$ cat config.mk
export PLATFORM = sky130hd
export DESIGN_NAME = riscv_fetch_stage
export DESIGN_NICKNAME = d
export VERILOG_FILES = /design/src/rtl/riscv_pkg.sv /design/src/rtl/riscv_if_id_reg.sv /design/src/rtl/riscv_fetch_stage.sv
export SDC_FILE = /design/constraint.sdc
export NUM_CORES = 1
export LEC_CHECK = 0
export ABC_AREA = 1
export CAP_MARGIN = 20
export CORE_MARGIN = 2
export CORE_UTILIZATION = 25
export CTS_CLUSTER_DIAMETER = 60
export DETAILED_ROUTE_END_ITERATION = 10
export PLACE_DENSITY = 0.54
export SLEW_MARGIN = 10
export SYNTH_ARGS = -nofsm -noshare
export SYNTH_HDL_FRONTEND = slang
export SYNTH_HIERARCHICAL = 1
export SYNTH_SLANG_ARGS = --single-unit
$ cat constraint.sdc
create_clock -name clk -period 2.11 [get_ports clk]
set_input_delay 0.422 -clock clk [delete_from_list [all_inputs] [get_ports clk]]
set_output_delay 0.422 -clock clk [all_outputs]
set_load 0.05 [all_outputs]
$ cat src/rtl/riscv_pkg.sv
// Shared definitions for the RISC-V pipeline: datapath width, bubble encoding,
// reset PC and the fetch FSM state encoding.
package riscv_pkg;

  localparam int          XLEN      = 32;
  localparam logic [31:0] NOP_INSTR = 32'h0000_0013;  // addi x0,x0,0
  localparam logic [31:0] RESET_PC  = 32'h0000_0000;

  typedef logic [0:0] fetch_state_t;

  localparam fetch_state_t ST_BOOT  = 1'b0;
  localparam fetch_state_t ST_FETCH = 1'b1;

endpackage

$ cat src/rtl/riscv_if_id_reg.sv
// Pipeline register with flush > stall > load > bubble priority.
// A flush or bubble replaces the instruction with NOP and holds the PC fields.
module riscv_if_id_reg
  import riscv_pkg::*;
#(
  parameter int          W   = riscv_pkg::XLEN,
  parameter logic [31:0] NOP = riscv_pkg::NOP_INSTR
) (
  input  logic         clk,
  input  logic         reset,
  input  logic         flush_i,
  input  logic         stall_i,
  input  logic         load_i,
  input  logic [31:0]  instr_i,
  input  logic [W-1:0] pc_i,
  output logic [31:0]  instr_o,
  output logic [W-1:0] pc_o,
  output logic [W-1:0] pc_plus4_o,
  output logic         valid_o
);

  logic [31:0]  instr_q;
  logic [W-1:0] pc_q;
  logic [W-1:0] pc_plus4_q;
  logic         valid_q;
  logic         bubble;
  logic         loaded;

  assign bubble = flush_i | (~stall_i & ~load_i);
  assign loaded = ~flush_i & ~stall_i & load_i;

  always_ff @(posedge clk) begin
    if (!reset) begin
      instr_q    <= NOP;
      pc_q       <= '0;
      pc_plus4_q <= '0;
      valid_q    <= 1'b0;
    end else if (bubble) begin
      instr_q <= NOP;
      valid_q <= 1'b0;
    end else if (loaded) begin
      instr_q    <= instr_i;
      pc_q       <= pc_i;
      pc_plus4_q <= pc_i + W'(4);
      valid_q    <= 1'b1;
    end
  end

  assign instr_o    = instr_q;
  assign pc_o       = pc_q;
  assign pc_plus4_o = pc_plus4_q;
  assign valid_o    = valid_q;

endmodule

$ cat src/rtl/riscv_fetch_stage.sv
// Instruction-fetch stage: PC register, BOOT/FETCH FSM, redirect handling and IF/ID.
// Define FETCH_PERF_CNT_EN to add fetched/bubble/redirect performance counters.
module riscv_fetch_stage
  import riscv_pkg::*;
#(
  parameter logic [31:0] RESET_PC  = riscv_pkg::RESET_PC,
  parameter logic [31:0] NOP_INSTR = riscv_pkg::NOP_INSTR,
  parameter int          XLEN      = riscv_pkg::XLEN
) (
  input  logic            clk,
  input  logic            reset,
  input  logic            stall_f,
  input  logic            stall_d,
  input  logic            flush_d,
  input  logic            pc_src_e,
  input  logic [XLEN-1:0] pc_target_e,
  output logic            imem_req,
  output logic [XLEN-1:0] imem_addr,
  input  logic [31:0]     imem_rdata,
  input  logic            imem_ready,
  output logic [XLEN-1:0] pc_f,
  output logic [31:0]     instr_d,
  output logic [XLEN-1:0] pc_d,
  output logic [XLEN-1:0] pc_plus4_d,
  output logic            valid_d
`ifdef FETCH_PERF_CNT_EN
  ,
  output logic [31:0]     perf_fetched,
  output logic [31:0]     perf_bubbles,
  output logic [31:0]     perf_redirects
`endif
);

  fetch_state_t    state_q, state_d;
  logic [XLEN-1:0] pc_q, pc_d_next;
  logic            fetching;
  logic            load_fire;
  logic            flush_any;

  assign fetching  = (state_q == ST_FETCH);
  assign load_fire = fetching & imem_ready & ~stall_f;
  assign flush_any = flush_d | pc_src_e;

  assign state_d = ST_FETCH;

  // Redirect wins over stall so a resolved branch is never dropped.
  always_comb begin
    pc_d_next = pc_q;
    if (pc_src_e)
      pc_d_next = pc_target_e & ~XLEN'(3);
    else if (load_fire)
      pc_d_next = pc_q + XLEN'(4);
  end

  always_ff @(posedge clk) begin
    if (!reset) begin
      state_q <= ST_BOOT;
      pc_q    <= RESET_PC[XLEN-1:0];
    end else begin
      state_q <= state_d;
      pc_q    <= pc_d_next;
    end
  end

  assign imem_req  = fetching;
  assign imem_addr = pc_q;
  assign pc_f      = pc_q;

  riscv_if_id_reg #(
    .W   (XLEN),
    .NOP (NOP_INSTR)
  ) u_if_id (
    .clk        (clk),
    .reset      (reset),
    .flush_i    (flush_any),
    .stall_i    (stall_d),
    .load_i     (load_fire),
    .instr_i    (imem_rdata),
    .pc_i       (pc_q),
    .instr_o    (instr_d),
    .pc_o       (pc_d),
    .pc_plus4_o (pc_plus4_d),
    .valid_o    (valid_d)
  );

`ifdef FETCH_PERF_CNT_EN
  logic [31:0] fetched_q, bubbles_q, redirects_q;
  logic        fetched_ev, bubble_ev;

  assign fetched_ev = ~flush_any & ~stall_d & load_fire;
  assign bubble_ev  = flush_any | (~stall_d & ~load_fire);

  always_ff @(posedge clk) begin
    if (!reset) begin
      fetched_q   <= '0;
      bubbles_q   <= '0;
      redirects_q <= '0;
    end else begin
      if (fetched_ev) fetched_q   <= fetched_q + 32'd1;
      if (bubble_ev)  bubbles_q   <= bubbles_q + 32'd1;
      if (pc_src_e)   redirects_q <= redirects_q + 32'd1;
    end
  end

  assign perf_fetched   = fetched_q;
  assign perf_bubbles   = bubbles_q;
  assign perf_redirects = redirects_q;
`endif

endmodule

==> impl_metrics.py <==
metrics = {
    "yosys": {
        "synth_top_cell_by_area": "dfxtp_1",
        "synth_cell_type_count": 38,
        "ys_seq_area_share_pct": 38.1,
        "synth_area_leaders": "dfxtp_1 38%, nand2_1 16%, nor2_1 7.7%",
        "postSynthAreaPerCell_sq_um": 6.68,
        "synth_area_sq_um": 6620,
        "syn_inst": 991,
        "postSynthRegisterBits": 126,
        "synth_top_area_share_pct": 38.1,
        "yosys_warnings": 6,
    },
    "place": {
        "io_buffer_count": 226,
        "dp_cells": 1548,
        "dp_slack_ns": -0.142,
        "placed_area_sq_um": 9290,
        "dp_hpwl_um": 18400,
        "gp_congestion": 0.858,
    },
    "layout": {
        "nNetsFinal": 1305,
        "final_common_cell": "nand2_1",
        "fillCellCount": 2761,
        "fin_area_sq_um": 9970,
        "ff_latch_area_sq_um": 2520,
        "most-common-layout-cells": "281 x nand2_1, 158 x clkdlybuf4s50_1, 135 x nor2_1, 126 x dfxtp_1, 122 x buf_4",
        "drive_gt1_share_pct": 17.3,
        "syn_to_final_growth_pct": 50.5,
        "antennaDiodeCount": 0,
        "final_cells": 1580,
        "multiInputGateArea_sq_um": 3310,
    },
    "floorplanning": {
        "initial_core_util_pct": 25.4,
        "coreArea_sq_um": 26100,
        "num_io_pins": 233,
        "die_area_sq_um": 27800,
        "num_rows": 59,
        "die_h_um": 167,
        "die_x_um": 167,
    },
    "clocking": {
        "hold_buffers": 0,
        "cts-resized-gates": 0,
        "cts_tree": "yes",
        "clkLatencyLatePin_ns": 0.43,
        "htreeDepth": 4,
        "cts_setup_buffers": 0,
        "cts.path.max_buffers": 2,
        "cts_buffers": 17,
        "numClockSinks": 126,
        "root_buffer": "clkbuf_16",
        "clkTransAtPathRegs_ns": 0.06,
    },
    "detailed_routing": {
        "drt_wl_total_um": 24200,
        "vias": 7124,
        "drcViolationCount": 0,
        "first_iter_violations": 353,
        "viasPerCell": 4.51,
        "wl_per_cell_um": 15.3,
        "firstDrtPassIters": 5,
        "antenna_left": 0,
    },
    "setup_path": {
        "path_max_fanout": 2,
        "cp.buffers_inverters": 1,
        "r2r-start": "imem_addr[3]",
        "startpoint_type": "register",
        "path_cells": "clkdlybuf4s50_1",
        "cp_slowest_stage_delay_ns": 0.87,
        "arrival_ns": 1.62,
        "crit_family": "buffers and inverters",
        "worstSetupEndpointType": "output port",
        "worstPathRequired_ns": 1.69,
        "worst_path_max_delay_cell": "clkdlybuf4s50_1",
        "path_class": "reg2out",
        "critPathLaunch": "u_if_id/pc_plus4_o[13]",
    },
    "global_routing": {
        "overflow": 0,
        "grt_pass1_vias": 6816,
        "grt_first_pass_wirelength_um": 37800,
        "antenna_found_initial": 0,
        "grt_max_degree": 56,
        "grtUsageTotal_pct": 17.3,
    },
    "sta": {
        "whs_ns": 0.462,
        "slew_viol_final": 0,
        "clock-skew-final_ns": 0.0125,
        "hold_viol": 0,
        "tightestPinTransition_ns": 0.587,
        "max-slew-margin-rel_pct": 60.8,
        "rsz0062_at_grt": "false",
        "fmax_ghz": 0.489,
        "period_share_pct": 96.9,
        "finalSetupViolations": 0,
        "setup_ws_ns": 0.0656,
        "fin_crit_ns": 2.04,
    },
    "power_and_ir_drop": {
        "power_mw": 6.88,
        "ir_drop_uv": 484,
        "p_leak_nw": 4.02,
        "powerDensity_nw_per_um2": 690,
    },
    "flow_run": {
        "cap_violations": 0,
    },
    "status": {
        "outcome": "complete, no violations",
    },
    "worst_hold_path": {
        "hp-class": "reg2reg",
        "hp-start": "u_if_id/instr_o[26]",
    },
}
[sequential cells by signal (all words and copies together) (netlist names)]
signal and flops:
imem_req 1, u_if_id/instr_o 32, u_if_id/valid_o 1, u_if_id/pc_o 32
imem_addr 30, u_if_id/pc_plus4_o 30
[per-layer routing]
| metal | global-route usage [%] | wire length [um] | share of wire (%) | vias to the layer above |
|---|---|---|---|---|
| li1 | - | - | - | 3588 |
| met1 | 23.0 | 11100 | 46 | 3236 |
| met2 | 28.2 | 11200 | 46 | 268 |
| met3 | 3.73 | 1500 | 6.2 | 32 |
| met4 | 4.95 | 363 | 1.5 | 0 |
| met5 | 0 | 0 | 0 | - |
[synth_stat cells, drive strengths merged]
library cell and instances:
nor3 7, a31oi 8, dfxtp 126, o21ai 41, a211oi 9, buf 59
nand2 294, clkinv 1, nand3 67, nor2 161, and2 5, inv 84
nand4 5, a22oi 1, xor2 10, dlygate4sd1 1, or2 1, xnor2 4
ha 2, o21bai 3, a21oi 84, a22o 3, clkbuf 14, conb 1
[where the power goes]
group	total [mW]	internal (mW)	switching, mW
Clock	3.41	2.26	1.16
Combinational	0.934	0.353	0.580
Sequential	2.53	2.43	0.104
Total	6.88	5.03	1.84
[worst paths after layout]
| path | endpoint | slack (ns) | depth (start not counted) |
|---|---|---|---|
| hold reg to reg | u_if_id/instr_o[26] | 0.46 | 2 |
| hold / removal | u_if_id/instr_o[26] | 0.46 | 2 |
| setup reg to reg | imem_addr[24] | 0.35 | 8 |
| setup / recovery | pc_plus4_d[13] | 0.07 | 1 |
[per-stage QoR]
step	utilization (%)	setup TNS [ns]
floorplan	-	0
global placement	35.7	-5.49
detailed placement	35.7	-6.37
CTS	38.2	0
global route	38.2	0
finish	38.2	0
[final cells by class]
cell class / instances / area share [%]
sequential: 126 / 25.3
clock inverter: 13 / 2.35
timing repair buffer: 291 / 27.3
clock buffer: 19 / 4.44
multi-input combinational: 711 / 33.2
tap: 335 / 4.21
inverter: 85 / 3.20
[kinds of logic (layout without fill, tap and decap cells)]
family	Yosys count	after routing	share of synthesized area [%]
buffers and inverters	159	408	12.3
adder cells (fa/ha/maj)	2	2	0.378
AO/OA/AOI/OAI	149	149	12.1
other	1	6	0.0566
XOR/XNOR	14	14	1.85
AND/OR/NAND/NOR	540	540	35.2
flip-flops	126	126	38.1
No activity file was read; power rests on OpenSTA's default activity.
